--- config.mk ---
export PLATFORM = sky130hd
export DESIGN_NAME = avalon_switch_controller_flat
export DESIGN_NICKNAME = d
export VERILOG_FILES = /design/src/rtl/avalon_switch_controller_if.sv /design/src/rtl/avalon_switch_controller.sv /design/src/flat_wrapper.sv
export SDC_FILE = /design/constraint.sdc
export NUM_CORES = 1
export LEC_CHECK = 0
export ABC_AREA = 0
export CAP_MARGIN = 40
export CORE_UTILIZATION = 55
export DETAILED_ROUTE_END_ITERATION = 8
export PLACE_DENSITY_LB_ADDON = 0.3
export SKIP_LAST_GASP = 1
export SLEW_MARGIN = 20
export SYNTH_ARGS = -nofsm -noshare
export SYNTH_HDL_FRONTEND = slang
export SYNTH_SLANG_ARGS = --single-unit
--- constraint.sdc ---
create_clock -name clk -period 2.5 [get_ports clk]
set_clock_uncertainty 0.15 [all_clocks]
set_input_delay 0.375 -clock clk [delete_from_list [all_inputs] [get_ports clk]]
set_output_delay 0.375 -clock clk [all_outputs]
set_load 0.02 [all_outputs]
--- src/rtl/avalon_switch_controller_if.sv ---
// ----------------------------------------------------------------------------
// avalon_switch_controller_if
//   Bundles the request, downstream-status and status-output signals of the
//   4-way switch controller.
//   slave  : controller side (consumes requests/status, drives select/flags)
//   master : requester/environment side
//   Signals:
//     req_valid, req_select   channel-change request strobe and target channel
//     source_valid/_error     valid and error seen downstream of the switcher
//     fault_clear             strobe clearing the sticky fault flag
//     select                  registered channel select to the switcher
//     gated_valid             source_valid masked while settling
//     busy, fault, fault_chan settle indicator, sticky fault, faulted channel
// ----------------------------------------------------------------------------
interface avalon_switch_controller_if;
    logic       req_valid;
    logic [1:0] req_select;
    logic       source_valid;
    logic [1:0] source_error;
    logic       fault_clear;
    logic [1:0] select;
    logic       gated_valid;
    logic       busy;
    logic       fault;
    logic [1:0] fault_chan;

    modport slave (
        input  req_valid, req_select, source_valid, source_error, fault_clear,
        output select, gated_valid, busy, fault, fault_chan
    );

    modport master (
        output req_valid, req_select, source_valid, source_error, fault_clear,
        input  select, gated_valid, busy, fault, fault_chan
    );
endinterface

--- src/rtl/avalon_switch_controller.sv ---
// ----------------------------------------------------------------------------
// avalon_switch_controller
//   Drives the channel select of a 4-way stream switcher. A channel change
//   masks downstream valid for SETTLE_CYCLES cycles; requests arriving while
//   settling are held in a one-deep "last wins" pending slot. Runs of
//   ERR_LIMIT consecutive errored samples raise a sticky fault and fall back
//   to channel 0.
//   Ports:
//     clk    rising-edge clock
//     reset  asynchronous active-high reset
//     bus    avalon_switch_controller_if.slave (requests, status, outputs)
// ----------------------------------------------------------------------------
module avalon_switch_controller #(
    parameter int SETTLE_CYCLES = 4,
    parameter int ERR_LIMIT     = 8
) (
    input logic                        clk,
    input logic                        reset,
    avalon_switch_controller_if.slave  bus
);

    localparam logic [7:0] SETTLE_INIT = 8'(SETTLE_CYCLES);
    localparam logic [7:0] ERR_MAX     = 8'(ERR_LIMIT);

    typedef enum logic {IDLE, SETTLE} state_t;

    state_t     state;
    logic [7:0] settle_cnt;
    logic [7:0] err_cnt;
    logic       pend_vld;
    logic [1:0] pend_chan;
    logic [1:0] select_r;
    logic [1:0] fault_chan_r;
    logic       busy_r;
    logic       fault_r;

    logic       fault_hit;
    logic       eff_vld;
    logic [1:0] eff_sel;

    // Saturating run-length of errored valid samples; idle cycles hold it.
    function automatic logic [7:0] err_update(input logic [7:0] cnt,
                                              input logic       vld,
                                              input logic [1:0] err);
        logic [7:0] r;
        r = cnt;
        if (vld) begin
            if (err != 2'b00)
                r = (cnt == 8'hFF) ? cnt : cnt + 8'd1;
            else
                r = 8'd0;
        end
        return r;
    endfunction

    assign fault_hit = (state == IDLE) && (err_cnt >= ERR_MAX);
    // A live request outranks whatever was left pending from the last settle.
    assign eff_vld   = bus.req_valid | pend_vld;
    assign eff_sel   = bus.req_valid ? bus.req_select : pend_chan;

    always_ff @(posedge clk or posedge reset) begin
        if (reset) begin
            state        <= IDLE;
            settle_cnt   <= 8'd0;
            err_cnt      <= 8'd0;
            pend_vld     <= 1'b0;
            pend_chan    <= 2'd0;
            select_r     <= 2'd0;
            fault_chan_r <= 2'd0;
            busy_r       <= 1'b0;
            fault_r      <= 1'b0;
        end else begin
            // Set wins over a coincident clear.
            if (fault_hit)
                fault_r <= 1'b1;
            else if (bus.fault_clear)
                fault_r <= 1'b0;

            case (state)
                IDLE: begin
                    // Pending is consumed (or discarded) on every IDLE cycle.
                    pend_vld <= 1'b0;
                    if (fault_hit) begin
                        fault_chan_r <= select_r;
                        err_cnt      <= 8'd0;
                        if (select_r != 2'd0) begin
                            select_r   <= 2'd0;
                            state      <= SETTLE;
                            busy_r     <= 1'b1;
                            settle_cnt <= SETTLE_INIT;
                        end
                    end else if (!fault_r && eff_vld && (eff_sel != select_r)) begin
                        select_r   <= eff_sel;
                        state      <= SETTLE;
                        busy_r     <= 1'b1;
                        settle_cnt <= SETTLE_INIT;
                        err_cnt    <= 8'd0;
                    end else begin
                        err_cnt <= err_update(err_cnt, bus.source_valid, bus.source_error);
                    end
                end
                SETTLE: begin
                    if (fault_r) begin
                        pend_vld <= 1'b0;
                    end else if (bus.req_valid) begin
                        pend_vld  <= 1'b1;
                        pend_chan <= bus.req_select;
                    end
                    // Counter holds the number of masked cycles still to come,
                    // including the current one.
                    if (settle_cnt <= 8'd1) begin
                        state  <= IDLE;
                        busy_r <= 1'b0;
                    end else begin
                        settle_cnt <= settle_cnt - 8'd1;
                    end
                end
                default: state <= IDLE;
            endcase
        end
    end

    assign bus.select      = select_r;
    assign bus.busy        = busy_r;
    assign bus.fault       = fault_r;
    assign bus.fault_chan  = fault_chan_r;
    assign bus.gated_valid = bus.source_valid & ~busy_r;

endmodule

--- src/flat_wrapper.sv ---
// flat-port wrapper written by rule: the top's interface ports become plain ports
module avalon_switch_controller_flat 
#(
    parameter int SETTLE_CYCLES = 4,
    parameter int ERR_LIMIT     = 8
)
  (clk, reset, bus_req_valid, bus_req_select, bus_source_valid, bus_source_error, bus_fault_clear, bus_select, bus_gated_valid, bus_busy, bus_fault, bus_fault_chan);
  avalon_switch_controller_if bus_i ();
  input logic clk;
  input logic reset;
  input wire logic [$bits(bus_i.req_valid)-1:0] bus_req_valid;
  input wire logic [$bits(bus_i.req_select)-1:0] bus_req_select;
  input wire logic [$bits(bus_i.source_valid)-1:0] bus_source_valid;
  input wire logic [$bits(bus_i.source_error)-1:0] bus_source_error;
  input wire logic [$bits(bus_i.fault_clear)-1:0] bus_fault_clear;
  output wire logic [$bits(bus_i.select)-1:0] bus_select;
  output wire logic [$bits(bus_i.gated_valid)-1:0] bus_gated_valid;
  output wire logic [$bits(bus_i.busy)-1:0] bus_busy;
  output wire logic [$bits(bus_i.fault)-1:0] bus_fault;
  output wire logic [$bits(bus_i.fault_chan)-1:0] bus_fault_chan;
  assign bus_i.req_valid = bus_req_valid;
  assign bus_i.req_select = bus_req_select;
  assign bus_i.source_valid = bus_source_valid;
  assign bus_i.source_error = bus_source_error;
  assign bus_i.fault_clear = bus_fault_clear;
  assign bus_select = bus_i.select;
  assign bus_gated_valid = bus_i.gated_valid;
  assign bus_busy = bus_i.busy;
  assign bus_fault = bus_i.fault;
  assign bus_fault_chan = bus_i.fault_chan;
  avalon_switch_controller #(.SETTLE_CYCLES(SETTLE_CYCLES), .ERR_LIMIT(ERR_LIMIT)) u_core (.clk(clk), .reset(reset), .bus(bus_i));
endmodule
# Word-level counts from Yosys, hierarchy flattened
# Index checks and enable logic that the tools add are counted.
[totals]
reg_bits = 26
latch_bits = 0
ram_bits = 0
romBits = 0
input_bits = 9
elab_cells = 71
memories = 0
[classes]
n_addsub = 2
mul = 0
div_mod_pow = 0
n_lt_le_gt_ge = 2
n_eq_ne = 9
shift = 0
mux = 29
bitwise_logic = 5
reduce_logical = 15
[ops]
columns = ["cell", "count"]
rows = [
  ["$mux W8", 9],
  ["$pmux W8 S2", 1],
  ["$mux W1", 12],
  ["$reduce_and A3 Y1", 4],
  ["$add A8 B1 Y8 const B", 1],
  ["$eq A8 B8 Y1 const B", 1],
  ["$ge A8 B4 Y1 const B", 1],
  ["$le A8 B1 Y1 const B", 1],
  ["$mux W2", 4],
  ["$reduce_bool A2 Y1", 4],
  ["$sub A8 B1 Y8 const B", 1],
  ["$ne A2 B2 Y1 const B", 3],
  ["$ne A3 B3 Y1 const B", 2],
  ["$pmux W1 S2", 3],
  ["$ne A4 B2 Y1 const B", 1],
  ["$reduce_and A2 Y1", 2],
  ["$logic_and A1 B1 Y1", 3],
  ["$ne A3 B2 Y1 const B", 1],
  ["$not A1 Y1", 3],
  ["$reduce_bool A3 Y1", 1],
  ["$ne A2 B2 Y1", 1],
  ["$and A1 B1 Y1", 1],
  ["$logic_not A1 Y1", 1],
  ["$or A1 B1 Y1", 1],
]

# Depth between registers and ports, before layout
# Gate-level depths: netlist (run 1).
[depth]
word_depth = 6
mapped_depth = 7
mapped_depth_nobuf = 7

# Worst setup path after synthesis (run 1)
# OpenSTA, ideal clock, no wires.
[synth_path]
path_type = "register to register"
startpoint = "register u_core.select_r[0], in the netlist u_core.bus.select[0]"
endpoint = "register u_core.settle_cnt[4]"
arrival_ns = 1.615
setup_slack_ns = 0.616
stages_incl_launch_ff = 7
path_buffers = 1
period_less_slack_ns = 1.884
path_cell_list = "dfrtp_1 -> xor2_1 -> o211ai_1 -> and3b_1 -> buf_6 -> a211o_4 -> a31o_1"
[synth_between]
elab_chain_cells = 4
[synth_rtl]
columns = ["item", "line_no", "text"]
rows = [
  ["from (decl)", "avalon_switch_controller.sv:32", "logic [1:0] select_r;"],
  ["from (signal assigned)", "avalon_switch_controller.sv:93", "select_r <= eff_sel;"],
  ["$ne A2 B2 Y1", "avalon_switch_controller.sv:92", "end else if (!fault_r && eff_vld && (eff_sel != select_r)) begin"],
  ["$logic_and A1 B1 Y1", "avalon_switch_controller.sv:92", ""],
  ["$ne A3 B2 Y1 (no source line)", "-", ""],
  ["$reduce_and A3 Y1 (no source line) (*)", "-", ""],
  ["to (signal assigned)", "avalon_switch_controller.sv:115", "settle_cnt <= settle_cnt - 8'd1;"],
  ["to (decl)", "avalon_switch_controller.sv:28", "logic [7:0] settle_cnt;"],
]
# Mark *: on every way between the ends. The rest lies on a longest branch, timed or not.
# A chain may end at the register's enable or synchronous reset.

# Worst setup path after layout (run 1)
[layout_path]
startpoint = "input port bus_source_valid"
endpoint = "output port bus_gated_valid"
[layout_between]
elab_chain_cells = 1
[layout_rtl]
columns = ["item", "line_no", "text"]
rows = [
  ["from (decl)", "flat_wrapper.sv:13", "input wire logic [$bits(bus_i.source_valid)-1:0] bus_source_valid;"],
  ["$and A1 B1 Y1", "avalon_switch_controller.sv:127", "assign bus.gated_valid = bus.source_valid & ~busy_r;"],
  ["to (decl)", "flat_wrapper.sv:17", "output wire logic [$bits(bus_i.gated_valid)-1:0] bus_gated_valid;"],
]
# Every way passes these cells.

==> impl_metrics.tcl, run 1 <==
set metrics [dict create \
    path_clk_slew_ns 0.14 \
    ant_nets 0 \
    nets 175 \
    synth_seq_cells 26 \
    tightestPinTransition_ns 0.5494 \
    finalHoldViolations 0 \
    routed_wl_um 2698 \
    rsz0062_at_grt "no" \
    finalSetupTns_ns 0 \
    synth_area_leaders "dfrtp_1 (46%), mux2_2 (5.6%), nor2_1 (5.0%)" \
    criticalPathCategory "in2out" \
    synth-edff-count 0 \
    crit_required_ns 1.98 \
    io_pins 16 \
    grt_usage_pct 22.75 \
    fillers 200 \
    status "finished clean" \
    cts_hold_buf 0 \
    met1_usage_pct 28.41 \
    cts_resized 0 \
    netlist_instances 144 \
    hold_path_class "in2async" \
    drive_above_1_share_pct 10.56 \
    synthFlopType "dfrtp_1" \
    synthToLayoutAreaGrowth_pct 15.17 \
    vias 1133 \
    maxCapViolCount 0 \
    crit_top_cell "clkdlybuf4s50_1" \
    detail_route.vias_per_cell 5.932 \
    drc_errors 0 \
    globalRouteMet3Util_pct 3.188 \
    drt-initial-drc-count 37 \
    drt-pass1-iter-count 4 \
    postLayoutCellArea_um2 1634 \
    rows 18 \
    peakVddDrop_mv 0.2949 \
    grt_pass1_vias 1096 \
    power.density_nw_per_um2 445.0 \
    ctsLongestPathBuffers 2 \
    cp-start-kind "input pin" \
    syn-num-nets 157 \
    ys_types 38 \
    grt_max_degree 27 \
    async_reset_ff_share_pct 100.0 \
    dieArea_um2 2787 \
    dpl_cell_area_um2 1598 \
    netlist_area_um2 1419 \
    core_area_um2 2455 \
    insertion_delay_ns 0.31 \
    yosysTopAreaCell "dfrtp_1" \
    antenna_found_initial 0 \
    crit_family "buffers and inverters" \
    overflow 0 \
    p_total_mw 0.7272 \
    setup_viol_count_final 0 \
    cts_buffers 3 \
    cts_tree "yes" \
    io_buffers 15 \
    die-width_um 52.79 \
    crit_slowest_cell "clkdlybuf4s50_1" \
    endpoint_kind "output pin" \
    busiest_layer "met2" \
    ys_seq_area_share_pct 45.86 \
    use_met2_pct 36.92 \
    grt_pass1_wl_um 4560 \
    clock_sinks 26 \
    critPathArrivalTime_ns 1.66 \
    cts_root_buffer "clkbuf_4" \
    path_cells "clkdlybuf4s50_1 -> nor2b_1 -> clkdlybuf4s50_1" \
    slew_violations 0 \
    min_period_ns 2.188 \
    initial_core_util_pct 57.80 \
    gp_congestion 0.8729 \
    crit_buf_inv 2 \
    yosys_warnings 0 \
    post-cts-setup-buffer-count 0 \
    syn_area_per_cell_um2 9.853 \
    htreeDepth 1 \
    critPathMaxFanout 2 \
    die_y_um 52.79 \
    relSlewSlack_pct 63.37 \
    leakage_nw 0.7243 \
    synth_top_area_share_pct 45.86 \
    wl_per_cell_um 14.13 \
    post-route-period-util_pct 87.51 \
    critPathMaxStageDelay_ns 0.61 \
    n_antenna_cell 0 \
    place_hpwl_um 1998 \
    fmax_mhz 457.1 \
]
## layout make-up
class / count / area, µm² / area share (%)
clock buffer: 4 / 36.28 / 2.221
multi-input combinational: 106 / 714.4 / 43.72
sequential: 26 / 650.6 / 39.82
inverter: 8 / 30.03 / 1.838
tap: 30 / 37.54 / 2.297
timing repair buffer: 17 / 165.2 / 10.11
## worst min-delay path, cell delays in order
cell             delay [ns]
clkdlybuf4s50_1        0.39
inv_1                  0.05
buf_4                  0.31
## worst paths after layout
check / cells past startpoint / slack (ns) / end / from
min in group clk: 1 / 0.38 / u_core.bus.fault_chan[0]$_DFFE_PP0P_ / u_core.bus.fault_chan[0]$_DFFE_PP0P_
min: 3 / 0.24 / u_core.err_cnt[7]$_DFFE_PP0P_ / reset
min reg2reg: 1 / 0.38 / u_core.bus.fault_chan[0]$_DFFE_PP0P_ / u_core.bus.fault_chan[0]$_DFFE_PP0P_
max: 3 / 0.31 / bus_gated_valid / bus_source_valid
max reg2reg: 6 / 0.40 / u_core.err_cnt[3]$_DFFE_PP0P_ / u_core.err_cnt[0]$_DFFE_PP0P_
max in group asynchronous: 3 / 1.71 / u_core.bus.select[1]$_DFFE_PP0P_ / reset
## cell usage in the layout (no fill, tap or decap), types with 5 or more instances in the layout
| master | count |
|---|---|
| inv_1 | 8 |
| clkdlybuf4s50_1 | 15 |
| a21oi_1 | 5 |
| nor2_1 | 19 |
| mux2_2 | 7 |
| nor3_1 | 10 |
| dfrtp_1 | 26 |
| nand2_1 | 13 |
| nand3_1 | 6 |
## state kept, by name (all words and copies together), names as in the netlist
signal / count
u_core.err_cnt: 8
u_core.settle_cnt: 8
u_core.bus.fault_chan: 2
u_core.bus.select: 2
u_core.pend_chan: 2
u_core.bus.busy: 1
u_core.bus.fault: 1
u_core.pend_vld: 1
u_core.state: 1
## routing by layer
layer  vias to the layer above  routed length, µm
li1                        545                  -
met1                       560               1278
met2                        26               1309
met5                         -                  0
met3                         2                 90
met4                         0                 20
## cells in the mapped netlist (2+ instances only)
master     n
dfrtp_1   26
nor2_1    19
nand2_1   13
nor3_1    10
inv_1      8
mux2_2     7
nand3_1    6
a21oi_1    5
a31o_1     4
ha_1       4
xor2_1     4
o21ai_0    3
buf_1      2
mux2i_1    2
nand2b_1   2
nand4b_1   2
nor2b_1    2
nor3b_1    2
o211ai_1   2
o21ai_1    2
or3_1      2
## where the power goes
group / total (mW) / internal [mW] / switching, mW
Combinational: 0.0743 / 0.0358 / 0.0385
Sequential: 0.440 / 0.430 / 0.00983
Clock: 0.213 / 0.0889 / 0.124
Total: 0.727 / 0.555 / 0.172
## per-stage QoR
stage / setup slack [ns] / hold slack (ns) / util (%) / std cells
after floorplan: 0.6157 / 0.2650 / - / 144
after global placement: 0.1853 / 0.3402 / 65.09 / 187
after detailed placement: 0.1466 / 0.3491 / 65.09 / 187
after CTS: 0.2985 / 0.2461 / 66.56 / 191
after global routing: 0.2682 / 0.2817 / 66.56 / 191
final: 0.3123 / 0.2374 / 66.56 / 191
## kinds of logic (layout without fill, tap and decap cells)
logic type / Yosys count / after routing / share of synthesized area, %
simple gates: 62 / 62 / 21.52
compound gates: 26 / 26 / 15.26
flops: 26 / 26 / 45.86
buf+inv: 12 / 29 / 3.792
mux: 9 / 9 / 6.967
xor+xnor: 5 / 5 / 3.086
fa+ha+maj: 4 / 4 / 3.527
No activity file was read; power rests on OpenSTA's default activity.
==> run 2, diff against run 1 <==
Settings changed: CTS_CLUSTER_SIZE from default to 20, RECOVER_POWER from default to 100.
==> impl_metrics.tcl, run 2 (synthesis gave the netlist of run 1 again) <==
set metrics [dict create \
    vias 1118 \
    core_area_um2 2455 \
    dpl_cell_area_um2 1598 \
    drt-pass1-iter-count 4 \
    pwr-share-clk_pct 29.3 \
    worst-r2r-cell-count 6 \
    grt_pass1_vias 1096 \
    dieArea_um2 2787 \
    criticalPathCategory "in2out" \
    htreeDepth 1 \
    grt_usage_pct 22.75 \
    hold-path-cell-count 1 \
    maxUsedRoutingLayer "met4" \
    p_sw_share_pct 23.56 \
    io_pins 16 \
    intPower_mw 0.5520 \
    wl_met3_um 81 \
    cts_tree "yes" \
    drive_above_1_share_pct 8.696 \
    cp-start-kind "input pin" \
    seqPwrFrac_pct 60.9 \
    n_antenna_cell 0 \
    setup_viol_count_final 0 \
    gp_congestion 0.8729 \
    crit_required_ns 1.98 \
    post-cts-setup-buffer-count 0 \
    timing.rr.start "u_core.err_cnt[0]$_DFFE_PP0P_" \
    drc_errors 0 \
    dr_wl_met2_um 1314 \
    tightestPinTransition_ns 1.393 \
    power.density_nw_per_um2 446.4 \
    ctsLongestPathBuffers 2 \
    rows 18 \
    slew_violations 0 \
    drt-initial-drc-count 23 \
    postLayoutCellArea_um2 1618 \
    critPathMaxFanout 2 \
    initial_core_util_pct 57.80 \
    grt_pass1_wl_um 4560 \
    endpoint_kind "output pin" \
    overflow 0 \
    clock_sinks 26 \
    detail_route.vias_per_cell 5.853 \
    layout_common_cells "dfrtp_1 (26), nor2_1 (19), nand2_1 (13), nor3_1 (10), dlygate4sd3_1 (9)" \
    worst_hold_slack_ns 0.3711 \
    min_period_ns 2.236 \
    leakage_nw 0.7358 \
    die_y_um 52.79 \
    cts_resized 0 \
    fmax_mhz 447.2 \
    r2r-end "u_core.err_cnt[3]$_DFFE_PP0P_" \
    synthToLayoutAreaGrowth_pct 14.02 \
    hp-start "u_core.bus.fault_chan[1]$_DFFE_PP0P_" \
    top_regs "u_core.err_cnt (8), u_core.settle_cnt (8)" \
    holdPathEnd "u_core.bus.fault_chan[1]$_DFFE_PP0P_" \
    ant_nets 0 \
    place_hpwl_um 1998 \
    wl_met1_um 1266 \
    insertion_delay_ns 0.31 \
    power_switching_mw 0.1701 \
    rsz0062_at_grt "no" \
    post-route-period-util_pct 89.45 \
    layout_commonest_cell "dfrtp_1" \
    nets 175 \
    die-width_um 52.79 \
    critPathArrivalTime_ns 1.71 \
    status "finished clean" \
    p_total_mw 0.7221 \
    routed_wl_um 2683 \
    io_buffers 15 \
    grt_max_degree 27 \
    cts_root_buffer "clkbuf_4" \
    peakVddDrop_mv 0.2948 \
    combPwrFrac_pct 9.8 \
    finalSetupTns_ns 0 \
    wl_per_cell_um 14.05 \
    hold_path_class "reg2reg" \
    path_clk_slew_ns 0.14 \
    finalHoldViolations 0 \
    cts_hold_buf 0 \
    maxCapViolCount 0 \
    relSlewSlack_pct 7.143 \
    r2r_slack_ns 0.30 \
    cts_buffers 3 \
    antenna_found_initial 0 \
]
-- run 2: cell types whose count changed in the layout (fill, tap and decap cells not counted), moves of 2 or more --
| cell | change |
|---|---|
| clkbuf_1 | +2 |
| buf_4 | -2 |
| dlygate4sd3_1 | +9 |
| clkdlybuf4s50_1 | -9 |
| o21ai_0 | +2 |
| o21ai_1 | -2 |
-- run 2: power by group through the flow --
stage,Clock [mW],Combinational (mW),Sequential [mW]
4_1_cts,0.220,0.0754,0.440
2_1_floorplan,0,0.0430,0.448
5_1_grt,0.240,0.0795,0.441
3_5_place_dp,0,0.0751,0.448
3_3_place_gp,0,0.0726,0.447
6_report,0.211,0.0710,0.440
-- run 2: per-stage QoR --
stage          worst slack (ns)  utilization (%)  cells
6_report                 0.2639            65.90    191
3_3_place_gp             0.1853            65.09    187
5_1_grt                  0.1697            65.90    191
4_1_cts                  0.2985            66.56    191
2_1_floorplan            0.6157                -    144
3_5_place_dp             0.1466            65.09    187
-- run 2: worst max-delay path, stage by stage --
cell and delay [ns]:
clkdlybuf4s50_1 0.51, nor2b_1 0.15, dlygate4sd3_1 0.67
-- run 2: how the worst max path moves through the flow --
stage                                      from                                to  slack, ns  cells past startpoint
6_report                       bus_source_valid                   bus_gated_valid       0.26                      3
3_3_place_gp                      bus_req_valid  u_core.settle_cnt[6]$_DFFE_PP0P_       0.19                      6
2_1_floorplan  u_core.bus.select[0]$_DFFE_PP0P_  u_core.settle_cnt[4]$_DFFE_PP0P_       0.62                      6
4_1_cts                        bus_source_valid                   bus_gated_valid       0.30                      3
5_1_grt           u_core.err_cnt[0]$_DFFE_PP0P_     u_core.err_cnt[3]$_DFFE_PP0P_       0.17                      6
3_5_place_dp                      bus_req_valid     u_core.err_cnt[1]$_DFFE_PP0P_       0.15                      6
-- run 2: cell type report --
type	count	area (µm²)
multi-input cells	106	705.7
flip-flops and latches	26	650.6
well taps	30	37.54
fillers	204	837.1
inverters	8	30.03
clock buffers	4	36.28
repair buffers	17	157.7
-- run 2: per-layer routing --
metal | GRT usage [%] | vias to the layer above
met4 | 13.60 | 0
met5 | 0 | -
met1 | 28.41 | 548
met3 | 3.188 | 2
li1 | - | 546
met2 | 36.92 | 22
==> run 3, diff against run 2 <==
Settings changed: CORE_MARGIN from default to 3, SLEW_MARGIN 20 to 5.
==> impl_metrics.tcl, run 3 (synthesis gave the netlist of run 1 again) <==
set metrics [dict create \
    grt_max_degree 27 \
    routed_wl_um 2804 \
    io_buffers 15 \
    multiInputGateArea_um2 685.7 \
    core_area_um2 2318 \
    synthToLayoutAreaGrowth_pct 12.43 \
    critPathMaxFanout 2 \
    vias 1115 \
    layout_common_cells "dfrtp_1 (26), nor2_1 (19), nand2_1 (13), nor3_1 (10)" \
    post-route-period-util_pct 88.09 \
    drc_errors 0 \
    htreeDepth 1 \
    drt-initial-drc-count 28 \
    setup_viol_count_final 0 \
    criticalPathCategory "in2out" \
    rsz0062_at_grt "no" \
    drt-pass1-iter-count 4 \
    drive_above_1_share_pct 8.075 \
    n_antenna_cell 0 \
    layout_commonest_cell "dfrtp_1" \
    dieArea_um2 3225 \
    relSlewSlack_pct 8.615 \
    antenna_found_initial 0 \
    ctsLongestPathBuffers 2 \
    hp-start "u_core.bus.fault_chan[1]$_DFFE_PP0P_" \
    path_clk_slew_ns 0.14 \
    crit_buf_inv 2 \
    post-cts-setup-buffer-count 0 \
    cp-start-kind "input pin" \
    maxCapViolCount 0 \
    tightestPinTransition_ns 1.371 \
    critPathArrivalTime_ns 1.68 \
    status "finished clean" \
    holdPathEnd "u_core.bus.fault_chan[1]$_DFFE_PP0P_" \
    path_cells "clkdlybuf4s50_1 -> nor2b_1 -> dlygate4sd3_1" \
    slew_violations 0 \
    crit_slowest_cell "dlygate4sd3_1" \
    p_total_mw 0.7245 \
    initial_core_util_pct 61.20 \
    ant_nets 0 \
    rows 17 \
    fillers 177 \
    peakVddDrop_mv 0.4672 \
    grt_pass1_vias 1153 \
    overflow 0 \
    insertion_delay_ns 0.33 \
    place_hpwl_um 2078 \
    die_y_um 56.79 \
    die-width_um 56.79 \
    met1_usage_pct 23.62 \
    grt_pass1_wl_um 4885 \
    timing.rr.start "u_core.err_cnt[0]$_DFFE_PP0P_" \
    min_period_ns 2.202 \
    r2r_slack_ns 0.32 \
    clock_sinks 26 \
    cts_root_buffer "clkbuf_4" \
    use_met2_pct 33.83 \
    gp_congestion 0.8170 \
    top_regs "u_core.err_cnt (8), u_core.settle_cnt (8)" \
    cts_tree "yes" \
    regArea_um2 650.6 \
    hold_path_class "reg2reg" \
    r2r-end "u_core.err_cnt[3]$_DFFE_PP0P_" \
    grt_usage_pct 19.33 \
    worst-r2r-cell-count 6 \
    finalSetupTns_ns 0 \
    hold-path-cell-count 1 \
    worst_hold_slack_ns 0.3775 \
    critPathMaxStageDelay_ns 0.67 \
    globalRouteMet3Util_pct 2.299 \
    busiest_layer "met2" \
    finalHoldViolations 0 \
    wl_per_cell_um 14.84 \
    crit_required_ns 1.98 \
    leakage_nw 0.7254 \
    detail_route.vias_per_cell 5.899 \
    cts_hold_buf 0 \
    cts_buffers 3 \
    fmax_mhz 454.1 \
    endpoint_kind "output pin" \
    cts_resized 0 \
    nets 175 \
    power.density_nw_per_um2 454.1 \
    io_pins 16 \
    crit_family "buffers and inverters" \
]
[run 3: changes by cell type in the layout (fill, tap and decap cells not counted), sizes merged]
cell / delta
clkdlybuf4s50: +1
dlygate4sd3: -1
[run 3: stage by stage]
stage	cell area, µm²	setup WS (ns)	instances	utilization (%)
3_5_place_dp	1595	0.1262	185	68.81
5_1_grt	1595	0.1542	189	68.81
4_1_cts	1632	0.3025	189	70.37
3_3_place_gp	1595	0.1813	185	68.81
2_1_floorplan	1419	0.6157	144	-
6_report	1595	0.2978	189	68.81
[run 3: worst max path at each step]
| stage | startpoint | endpoint | slack [ns] | depth (start not counted) |
|---|---|---|---|---|
| after floorplan | u_core.bus.select[0]$_DFFE_PP0P_ | u_core.settle_cnt[4]$_DFFE_PP0P_ | 0.62 | 6 |
| after global placement | bus_req_valid | u_core.settle_cnt[5]$_DFFE_PP0P_ | 0.18 | 6 |
| after detailed placement | bus_req_valid | u_core.settle_cnt[6]$_DFFE_PP0P_ | 0.13 | 6 |
| after CTS | bus_source_valid | bus_gated_valid | 0.30 | 3 |
| after global routing | bus_req_valid | u_core.settle_cnt[0]$_DFFE_PP0P_ | 0.15 | 6 |
| final | bus_source_valid | bus_gated_valid | 0.30 | 3 |
[run 3: layer usage]
metal	wire length [µm]	vias to the layer above	share of wire, %
li1	-	542	-
met1	1234	543	44
met2	1392	25	50
met4	56	0	2.0
met3	121	5	4.3
met5	0	-	0
[run 3: final cells by class]
cell class	instances	share of cell area, %
flip-flops and latches	26	40.78
inverters	8	1.882
clock buffers	4	2.275
well taps	28	2.196
repair buffers	17	9.882
multi-input cells	106	42.98
[run 3: report_power, final]
group	switching, mW	total, mW	internal, mW
sequential	0.00977	0.440	0.430
combinational	0.0373	0.0702	0.0328
clock	0.125	0.215	0.0892
[run 3: worst register-to-register path, cell delays in order, from the launching register on]
cell and delay (ns):
dfrtp_1 0.47, ha_1 0.24, nand3_1 0.14, o41ai_2 0.59, or3_1 0.18, o21ai_1 0.12, a211oi_1 0.21
